File: src/rtl/ps2_pkg.sv
// Shared PS/2 definitions: host transmitter state encoding, keyboard command
// bytes and the frame parity helper.
package ps2_pkg;

  typedef enum logic [3:0] {
    ST_IDLE      = 4'd0,
    ST_INHIBIT   = 4'd1,
    ST_REQ       = 4'd2,
    ST_START     = 4'd3,
    ST_SHIFT     = 4'd4,
    ST_ACK       = 4'd5,
    ST_WAIT_IDLE = 4'd6,
    ST_DONE      = 4'd7,
    ST_ERR       = 4'd8
  } ps2_state_e;

  localparam logic [7:0] PS2_CMD_RESET   = 8'hFF;
  localparam logic [7:0] PS2_CMD_SET_LED = 8'hED;
  localparam logic [7:0] PS2_RESP_ACK    = 8'hFA;

  // PS/2 frames carry odd parity: data bits plus parity bit hold an odd number of ones.
  function automatic logic odd_parity(input logic [7:0] data);
    return ~^data;
  endfunction

endpackage

File: src/rtl/ps2_line_filter.sv
// Conditions one raw PS/2 line: 2-flop synchroniser, FILTER_LEN-sample
// deglitcher and a one-cycle pulse on each accepted 1->0 transition.
module ps2_line_filter #(
  parameter int FILTER_LEN = 8
) (
  input  logic clk,
  input  logic rst_n,
  input  logic line_in,
  output logic level,
  output logic fall
);

  localparam int CW = $clog2(FILTER_LEN + 1);

  logic          sync1_q, sync2_q;
  logic          level_q, level_d;
  logic          fall_q, fall_d;
  logic [CW-1:0] cnt_q, cnt_d;

  // Synchroniser and filter state; idle PS/2 lines are pulled high.
  always_ff @(posedge clk or negedge rst_n) begin
    if (!rst_n) begin
      sync1_q <= 1'b1;
      sync2_q <= 1'b1;
      level_q <= 1'b1;
      fall_q  <= 1'b0;
      cnt_q   <= {CW{1'b0}};
    end else begin
      sync1_q <= line_in;
      sync2_q <= sync1_q;
      level_q <= level_d;
      fall_q  <= fall_d;
      cnt_q   <= cnt_d;
    end
  end

  // A new level is accepted only after FILTER_LEN consecutive differing samples.
  always_comb begin
    level_d = level_q;
    cnt_d   = {CW{1'b0}};
    if (sync2_q != level_q) begin
      if (cnt_q == CW'(FILTER_LEN - 1)) begin
        level_d = sync2_q;
        cnt_d   = {CW{1'b0}};
      end else begin
        cnt_d = cnt_q + CW'(1);
      end
    end else begin
      cnt_d = {CW{1'b0}};
    end
    fall_d = level_q & ~level_d;
  end

  assign level = level_q;
  assign fall  = fall_q;

endmodule

File: src/rtl/ps2_host_tx.sv
// Host-to-device PS/2 transmitter: inhibits the bus, requests to send, then
// shifts one command byte plus odd parity out on device clock falls.
module ps2_host_tx
  import ps2_pkg::*;
#(
  parameter int INHIBIT_CYCLES = 12_000,
  parameter int TIMEOUT_CYCLES = 2_000_000,
  parameter int FILTER_LEN     = 8
) (
  input  logic       clk,
  input  logic       clr,
  input  logic       tx_valid,
  input  logic [7:0] tx_data,
  output logic       tx_ready,
  output logic       tx_done,
  output logic       tx_err,
  output logic       busy,
  input  logic       ps2_clk_in,
  input  logic       ps2_data_in,
  output logic       ps2_clk_oe,
  output logic       ps2_data_oe
);

  localparam int TMR_MAX = (INHIBIT_CYCLES > TIMEOUT_CYCLES) ? INHIBIT_CYCLES : TIMEOUT_CYCLES;
  localparam int TMR_W   = $clog2(TMR_MAX + 1);
  localparam logic [TMR_W-1:0] INH_LAST = TMR_W'(INHIBIT_CYCLES - 1);
  localparam logic [TMR_W-1:0] TMO_LAST = TMR_W'(TIMEOUT_CYCLES - 1);
  localparam logic [TMR_W-1:0] TMR_ONE  = TMR_W'(1);

  ps2_state_e       state_q, state_d;
  logic [8:0]       shift_q, shift_d;
  logic [3:0]       bit_cnt_q, bit_cnt_d;
  logic [TMR_W-1:0] tmr_q, tmr_d;
  logic             clk_oe_q, clk_oe_d;
  logic             data_oe_q, data_oe_d;
  logic             done_q, done_d;
  logic             err_q, err_d;
  logic             busy_q, busy_d;
  logic             ready_q, ready_d;

  logic clk_lvl_s, clk_fall_s, data_lvl_s, data_fall_unused;
  logic timeout_s;
  logic [3:0] bit_cnt_inc_s;

  ps2_line_filter #(.FILTER_LEN(FILTER_LEN)) u_clk_filt (
    .clk     (clk),
    .rst_n   (clr),
    .line_in (ps2_clk_in),
    .level   (clk_lvl_s),
    .fall    (clk_fall_s)
  );

  ps2_line_filter #(.FILTER_LEN(FILTER_LEN)) u_data_filt (
    .clk     (clk),
    .rst_n   (clr),
    .line_in (ps2_data_in),
    .level   (data_lvl_s),
    .fall    (data_fall_unused)
  );

  // FSM state, datapath and registered outputs.
  always_ff @(posedge clk or negedge clr) begin
    if (!clr) begin
      state_q   <= ST_IDLE;
      shift_q   <= 9'd0;
      bit_cnt_q <= 4'd0;
      tmr_q     <= {TMR_W{1'b0}};
      clk_oe_q  <= 1'b0;
      data_oe_q <= 1'b0;
      done_q    <= 1'b0;
      err_q     <= 1'b0;
      busy_q    <= 1'b0;
      ready_q   <= 1'b1;
    end else begin
      state_q   <= state_d;
      shift_q   <= shift_d;
      bit_cnt_q <= bit_cnt_d;
      tmr_q     <= tmr_d;
      clk_oe_q  <= clk_oe_d;
      data_oe_q <= data_oe_d;
      done_q    <= done_d;
      err_q     <= err_d;
      busy_q    <= busy_d;
      ready_q   <= ready_d;
    end
  end

  assign timeout_s     = (tmr_q == TMO_LAST);
  assign bit_cnt_inc_s = (bit_cnt_q == 4'hF) ? 4'hF : bit_cnt_q + 4'd1;

  // Next state and next line drive; the timer is both inhibit length and frame timeout.
  always_comb begin
    state_d   = state_q;
    shift_d   = shift_q;
    bit_cnt_d = bit_cnt_q;
    tmr_d     = {TMR_W{1'b0}};
    clk_oe_d  = 1'b0;
    data_oe_d = data_oe_q;
    case (state_q)
      ST_IDLE: begin
        data_oe_d = 1'b0;
        bit_cnt_d = 4'd0;
        if (tx_valid) begin
          shift_d  = {odd_parity(tx_data), tx_data};
          clk_oe_d = 1'b1;
          state_d  = ST_INHIBIT;
        end else begin
          state_d = ST_IDLE;
        end
      end
      ST_INHIBIT: begin
        clk_oe_d = 1'b1;
        if (tmr_q == INH_LAST) begin
          data_oe_d = 1'b1;
          state_d   = ST_REQ;
        end else begin
          data_oe_d = 1'b0;
          tmr_d     = tmr_q + TMR_ONE;
        end
      end
      ST_REQ: begin
        data_oe_d = 1'b1;
        state_d   = ST_START;
      end
      ST_START: begin
        tmr_d = tmr_q + TMR_ONE;
        if (timeout_s) begin
          data_oe_d = 1'b0;
          state_d   = ST_ERR;
        end else if (clk_fall_s) begin
          data_oe_d = ~shift_q[0];
          shift_d   = {1'b0, shift_q[8:1]};
          bit_cnt_d = 4'd1;
          state_d   = ST_SHIFT;
        end else begin
          state_d = ST_START;
        end
      end
      ST_SHIFT: begin
        tmr_d = tmr_q + TMR_ONE;
        if (timeout_s) begin
          data_oe_d = 1'b0;
          state_d   = ST_ERR;
        end else if (clk_fall_s) begin
          bit_cnt_d = bit_cnt_inc_s;
          // Fall 10 releases data for the stop bit.
          if (bit_cnt_q == 4'd9) begin
            data_oe_d = 1'b0;
            state_d   = ST_ACK;
          end else begin
            data_oe_d = ~shift_q[0];
            shift_d   = {1'b0, shift_q[8:1]};
          end
        end else begin
          state_d = ST_SHIFT;
        end
      end
      ST_ACK: begin
        tmr_d     = tmr_q + TMR_ONE;
        data_oe_d = 1'b0;
        if (timeout_s) begin
          state_d = ST_ERR;
        end else if (clk_fall_s) begin
          bit_cnt_d = bit_cnt_inc_s;
          state_d   = data_lvl_s ? ST_ERR : ST_WAIT_IDLE;
        end else begin
          state_d = ST_ACK;
        end
      end
      ST_WAIT_IDLE: begin
        tmr_d     = tmr_q + TMR_ONE;
        data_oe_d = 1'b0;
        if (timeout_s) begin
          state_d = ST_ERR;
        end else if (clk_lvl_s && data_lvl_s) begin
          state_d = ST_DONE;
        end else begin
          state_d = ST_WAIT_IDLE;
        end
      end
      ST_DONE, ST_ERR: begin
        data_oe_d = 1'b0;
        state_d   = ST_IDLE;
      end
      default: begin
        data_oe_d = 1'b0;
        state_d   = ST_IDLE;
      end
    endcase

    done_d  = (state_d == ST_DONE);
    err_d   = (state_d == ST_ERR);
    ready_d = (state_d == ST_IDLE);
    busy_d  = !((state_d == ST_IDLE) || (state_d == ST_DONE) || (state_d == ST_ERR));
  end

  assign tx_ready    = ready_q;
  assign tx_done     = done_q;
  assign tx_err      = err_q;
  assign busy        = busy_q;
  assign ps2_clk_oe  = clk_oe_q;
  assign ps2_data_oe = data_oe_q;

endmodule
File: config.mk
export PLATFORM = sky130hd
export DESIGN_NAME = ps2_host_tx
export DESIGN_NICKNAME = d
export VERILOG_FILES = /design/src/rtl/ps2_pkg.sv /design/src/rtl/ps2_line_filter.sv /design/src/rtl/ps2_host_tx.sv
export SDC_FILE = /design/constraint.sdc
export NUM_CORES = 1
export LEC_CHECK = 0
export CORE_ASPECT_RATIO = 1.5
export CORE_MARGIN = 10
export CORE_UTILIZATION = 35
export DETAILED_ROUTE_END_ITERATION = 10
export PLACE_DENSITY = 0.61
export SLEW_MARGIN = 20
export SYNTH_ARGS = -nofsm -noshare
export SYNTH_HDL_FRONTEND = slang
export SYNTH_SLANG_ARGS = --single-unit
File: constraint.sdc
create_clock -name clk -period 4.93 [get_ports clk]
set_input_delay 0.7395 -clock clk [delete_from_list [all_inputs] [get_ports clk]]
set_output_delay 0.7395 -clock clk [all_outputs]
set_load 0.005 [all_outputs]
# Word-level counts from Yosys, hierarchy flattened
# Cells that the tools add are included.
dict set report classes {
  n_addsub 4
  n_mul 0
  div_mod_pow 0
  n_lt_le_gt_ge 0
  eq_ne 26
  shift 0
  mux 43
  bitwise 3
  reduce_logical 15
}
# cell n
set ops {}
lappend ops {{4-bit 2-to-1 mux} 18}
lappend ops {{9-bit 2-to-1 mux} 6}
lappend ops {{21-bit case mux with 2 select lines} 1}
lappend ops {{4-bit case mux with 7 select lines} 1}
lappend ops {{9-bit case mux with 3 select lines} 1}
lappend ops {{4-bit by 3-bit equality test with 1-bit output, second input constant} 6}
lappend ops {{21-bit by 1-bit adder with 21-bit output, second input constant} 1}
lappend ops {{21-bit by 14-bit equality test with 1-bit output, second input constant} 1}
lappend ops {{21-bit equality test, second input constant} 1}
lappend ops {{21-bit 2-to-1 mux} 1}
lappend ops {{4-bit by 1-bit adder with 4-bit output, second input constant} 3}
lappend ops {{4-bit equality test, second input constant} 3}
lappend ops {{4-bit case mux with 3 select lines} 1}
lappend ops {{1-bit 2-to-1 mux} 11}
lappend ops {{2-bit inequality test, second input constant} 5}
lappend ops {{4-bit by 2-bit equality test with 1-bit output, second input constant} 2}
lappend ops {{4-bit zero test} 2}
lappend ops {{8-bit XNOR reduction} 1}
lappend ops {{7-bit AND reduction} 1}
lappend ops {{2-bit by 1-bit inequality test with 1-bit output, second input constant} 3}
lappend ops {{3-bit by 2-bit inequality test with 1-bit output, second input constant} 2}
lappend ops {{3-bit nonzero test} 2}
lappend ops {{5-bit AND reduction} 1}
lappend ops {{4-bit by 1-bit equality test with 1-bit output, second input constant} 1}
lappend ops {{other kinds (12)} 16}
dict set report word_totals {
  reg_bits 59
  latch_bits 0
  ram_bits 0
  mem_bits_ro 0
  wordCells 110
  n_memories 0
}

# Logic depth before layout (Yosys ltp)
dict set report depth {
  ltp_word 9
  ltp_mapped 8
  mapped_depth_nobuf 7
}

# By module
# From an unflattened synthesis, not the netlist that was laid out.
dict set report hier_totals {
  cells_unflattened 292
  hier_area_um2 3120.5
}
# module n_inst cells_per_inst area_each_um2 seq_area_each_um2
set modules_own_cells {}
lappend modules_own_cells {ps2_host_tx 1 250 2497.4 1102.3}
lappend modules_own_cells {ps2_line_filter 2 21 311.5 203.9}

# Worst setup path before layout
# No wires, ideal clock.
dict set report synth_timing {
  kind {register to register}
  startpoint {register tmr_q[0]}
  endpoint {register shift_q[0]}
  setup_ns 0.125
  t_arrival_ns 2.104
  t_required_ns 4.805
  slack_ns 2.701
  path_stages_with_launch 9
  n_path_buf 2
  synth_period_minus_slack_ns 2.229
  path_cell_list {dfrtp_1 > ha_1 > and3_1 > buf_6 > and4_4 > clkbuf_2 > a211o_2 > o21ai_4 > mux2_2}
}
dict set report synth_between {
  elab_chain_len 3
  elab_cells_between_ends 4
  classes_between {eq/ne: 3; reduce/logical: 1}
}
# element line
set synth_lines {}
lappend synth_lines {{start, declared} ps2_host_tx.sv:33} ;# logic [TMR_W-1:0] tmr_q, tmr_d;
lappend synth_lines {{start signal, assigned} ps2_host_tx.sv:67} ;# tmr_q <= {TMR_W{1'b0}};
lappend synth_lines {{start signal, assigned} ps2_host_tx.sv:78} ;# tmr_q <= tmr_d;
lappend synth_lines {{21-bit equality test (*)} ps2_host_tx.sv:88} ;# assign timeout_s = (tmr_q == TMO_LAST);
lappend synth_lines {{2-bit inequality test (no line)} -}
lappend synth_lines {{7-bit AND reduction (no line) (*)} -}
lappend synth_lines {{end signal, assigned} ps2_host_tx.sv:76} ;# shift_q <= shift_d;
lappend synth_lines {{end, declared} ps2_host_tx.sv:31} ;# logic [8:0] shift_q, shift_d;
# Every way passes the cells marked *; elsewhere a longest branch is shown, timed or not.
# A chain may end at the register's enable or synchronous reset.

# Final worst setup path
dict set report layout_timing {
  startpoint {register state_q[2]}
  endpoint {register shift_q[5]}
}
dict set report layout_between {
  elab_chain_len 3
  elab_cells_between_ends 12
  classes_between {eq/ne: 8; mux: 1; reduce/logical: 3}
}
# element line
set layout_lines {}
lappend layout_lines {{start, declared} ps2_host_tx.sv:30} ;# ps2_state_e state_q, state_d;
lappend layout_lines {{start signal, assigned} ps2_host_tx.sv:75} ;# state_q <= state_d;
lappend layout_lines {{4-bit by 2-bit equality test with 1-bit output, or another cell as far along} ps2_host_tx.sv:99} ;# case (state_q)
lappend layout_lines {{2-bit by 1-bit inequality test with 1-bit output (no line), or another cell as far along} -}
lappend layout_lines {{7-bit AND reduction (no line)} -}
# Several ways; a longest one is shown, not always the timed one.

==> results.md <==
* CTS tree: yes
* Area after DPL at 3360 um^2
* Seq/Total Area, Yosys at 0.481
* Critical Path Source Type: flop
* R2R Setup Slk at about 2.6 ns
* Slew Viols, Final at 0
* Peak Freq at approximately 430 MHz
* Nets at 335
* Outcome: complete, no violations
* Leakage power at around 1.5 nW
* Vias in the first global route at about 2,300
* Rows at between 40 and 50
* DR pass1 iterations at 4
* Most used DFF post-synth: dfrtp_1
* Synth top cells by count: dfrtp_1, nor2_1, mux2_2
* Initial Util at 0.363
* Largest net degree at the start of global routing at 60
* Post-Syn Nets at about 320
* Most common cell in the netlist: dfrtp_1
* Synth top area share at 0.421
* Minimum clock period at around 2.3 ns
* Post-synth cell types at between 50 and 60
* CP Max Fanout at 14
* Yosys warns at 0
* H-tree depth at 3
* DR DRC count at 0
* Root Driver: clkbuf_16
* Total core area at 8520 um^2
* Antenna diodes at 0
* Top cells by area, synth: dfrtp_1, mux2_2, dfstp_2
* Post-DRT Antenna Nets at 0
* RSZ-0062 raised after global routing: false
* Number of synthesized flops with an enable pin at 0
* Setup CP Type: flop to flop
* # Post-CTS Setup Buffers at 0
* IO Count at 19
* Vias at 2,169
* Final TNS setup at 0 ns
* Crit path required time at 5.14 ns
* DR WL/cell at 14.1 um
* Initial antenna violation count at 0
* Hold Vio Cnt, Final at 0
* Fin cells at roughly 430
* # setup viols final at 0
* Worst setup EP type: flop
* Final RePlAce weighted congestion at 0.787
* Post-Route WL at a little over 6 mm
* Leading area contributor after synthesis: dfrtp_1
* Hold Path Class: flop to flop
* CTS clk-pin slew, worst paths at ~0.050 ns
* Post-Layout Inst Area at approximately 3700 um^2
* Asr flop ratio synth at 1.00
* Global-route wire length before repair at approximately 11 mm
* Worst-Margin Slew at between 0.7 and 0.8 ns
* All-Layer GR Usage at 0.0989
* Relative slew slack at 0.516
* Mapped Cells at just under 300
* CTS resizes at 0
* Inst Count DP at ~410
* CTS Sinks at between 50 and 60
* Total CTS buffers at 9
* Die Height at 135 um
* Gr ovfl total at 0
* Final period util at 0.467
* Die Width at a little under 100 um
* DP HPWL at approximately 4.2 mm
* PD cells at 400 nW/um^2
* Layout cells sized above 1 at 0.174
* Hold_buf cts at 0
* CTS Buffer Depth at 2
* Max VDD drop at about 210 uV
* 1st-iter DRT viols at around 90
* Yosys reg bits at approximately 60
* Skew-Pair Late Insertion Delay at approximately 0.33 ns
* Setup Skew at 0.00437 ns
* P&R area growth vs syn at 19.3%
* WP data arrival at roughly 2.5 ns
* Vias/cell at around 5.1
* Die area at 13,100 um^2
* Synth Area per Inst at 10.4 um^2
* PortBufs at 18
* Mapped cell area at approximately 3100 um^2
* MaxCap Viol Count at 0
-- per-stage QoR --
stage,total power (W),hold slack [ns],utilization,worst slack (ns)
2_1_floorplan,0.000749,0.345,-,2.70
3_3_place_gp,0.000805,0.346,0.394,2.72
3_5_place_dp,0.000811,0.348,0.394,2.66
4_1_cts,0.00150,0.355,0.433,2.64
5_1_grt,0.00155,0.361,0.433,2.43
6_report,0.00147,0.354,0.433,2.63
-- cell usage in the layout (no fill, tap or decap), types with 10 or more instances in the layout --
cell             count
dfrtp_1             52
nor2_1              36
mux2_2              19
nand2_1             17
clkdlybuf4s50_1     17
xnor2_1             16
xor2_1              15
a21oi_1             12
nand3_1             10
-- path summary, 6_finish.rpt --
| kind | from | to | cells past startpoint |
|---|---|---|---|
| max | state_q[2] | shift_q[5] | 5 |
| min in group asynchronous | clr | shift_q[0] | 2 |
| max in group asynchronous | clr | tmr_q[9] | 2 |
| max reg2reg | state_q[2] | shift_q[5] | 5 |
| min | u_data_filt.sync1_q | u_data_filt.sync2_q | 0 |
| min reg2reg | u_data_filt.sync1_q | u_data_filt.sync2_q | 0 |
-- where the power goes --
group          switching (W)  internal (W)
Combinational      0.0000774     0.0000963
Sequential         0.0000599      0.000566
Clock               0.000218      0.000455
Total               0.000356       0.00112
-- metal layers --
| layer | global-route usage | share of wire | wire [um] | vias to the layer above |
|---|---|---|---|---|
| met1 | 0.104 | 0.42 | 2570 | 1023 |
| met5 | 0 | 0 | 0 | - |
| met4 | 0.0633 | 0.027 | 165 | 0 |
| met2 | 0.171 | 0.51 | 3060 | 41 |
| li1 | - | - | - | 1089 |
| met3 | 0.0255 | 0.041 | 247 | 16 |
-- cells by family after synthesis --
group           Yosys count  synth area share
compound gates           42            0.0920
xor+xnor                 31            0.0879
fa+ha+maj                 5            0.0203
buf+inv                  20            0.0288
flops                    59             0.481
mux                      20            0.0725
simple gates            120             0.218
-- critical path, cell delays in order, from the launching register on --
cell and delay (ns):
dfrtp_1 0.57, inv_1 0.10, nor3_1 0.37, o21a_1 0.48
mux2_2 0.38, mux2_2 0.27
-- flip-flops by register name, indices dropped and copies added, names as in the netlist, 4 cells and up --
signal,cells
tmr_q,21
shift_q,9
bit_cnt_q,4
state_q,4
u_clk_filt.cnt_q,4
u_data_filt.cnt_q,4
-- layout make-up --
| type | count | area, um^2 |
|---|---|---|
| clock buffers | 10 | 239 |
| clock inverters | 6 | 88.8 |
| fillers | 823 | 4830 |
| inverters | 9 | 33.8 |
| multi-input cells | 218 | 1520 |
| flip-flops and latches | 59 | 1490 |
| well taps | 107 | 134 |
| repair buffers | 20 | 190 |
No activity file was read; power rests on OpenSTA's default activity.
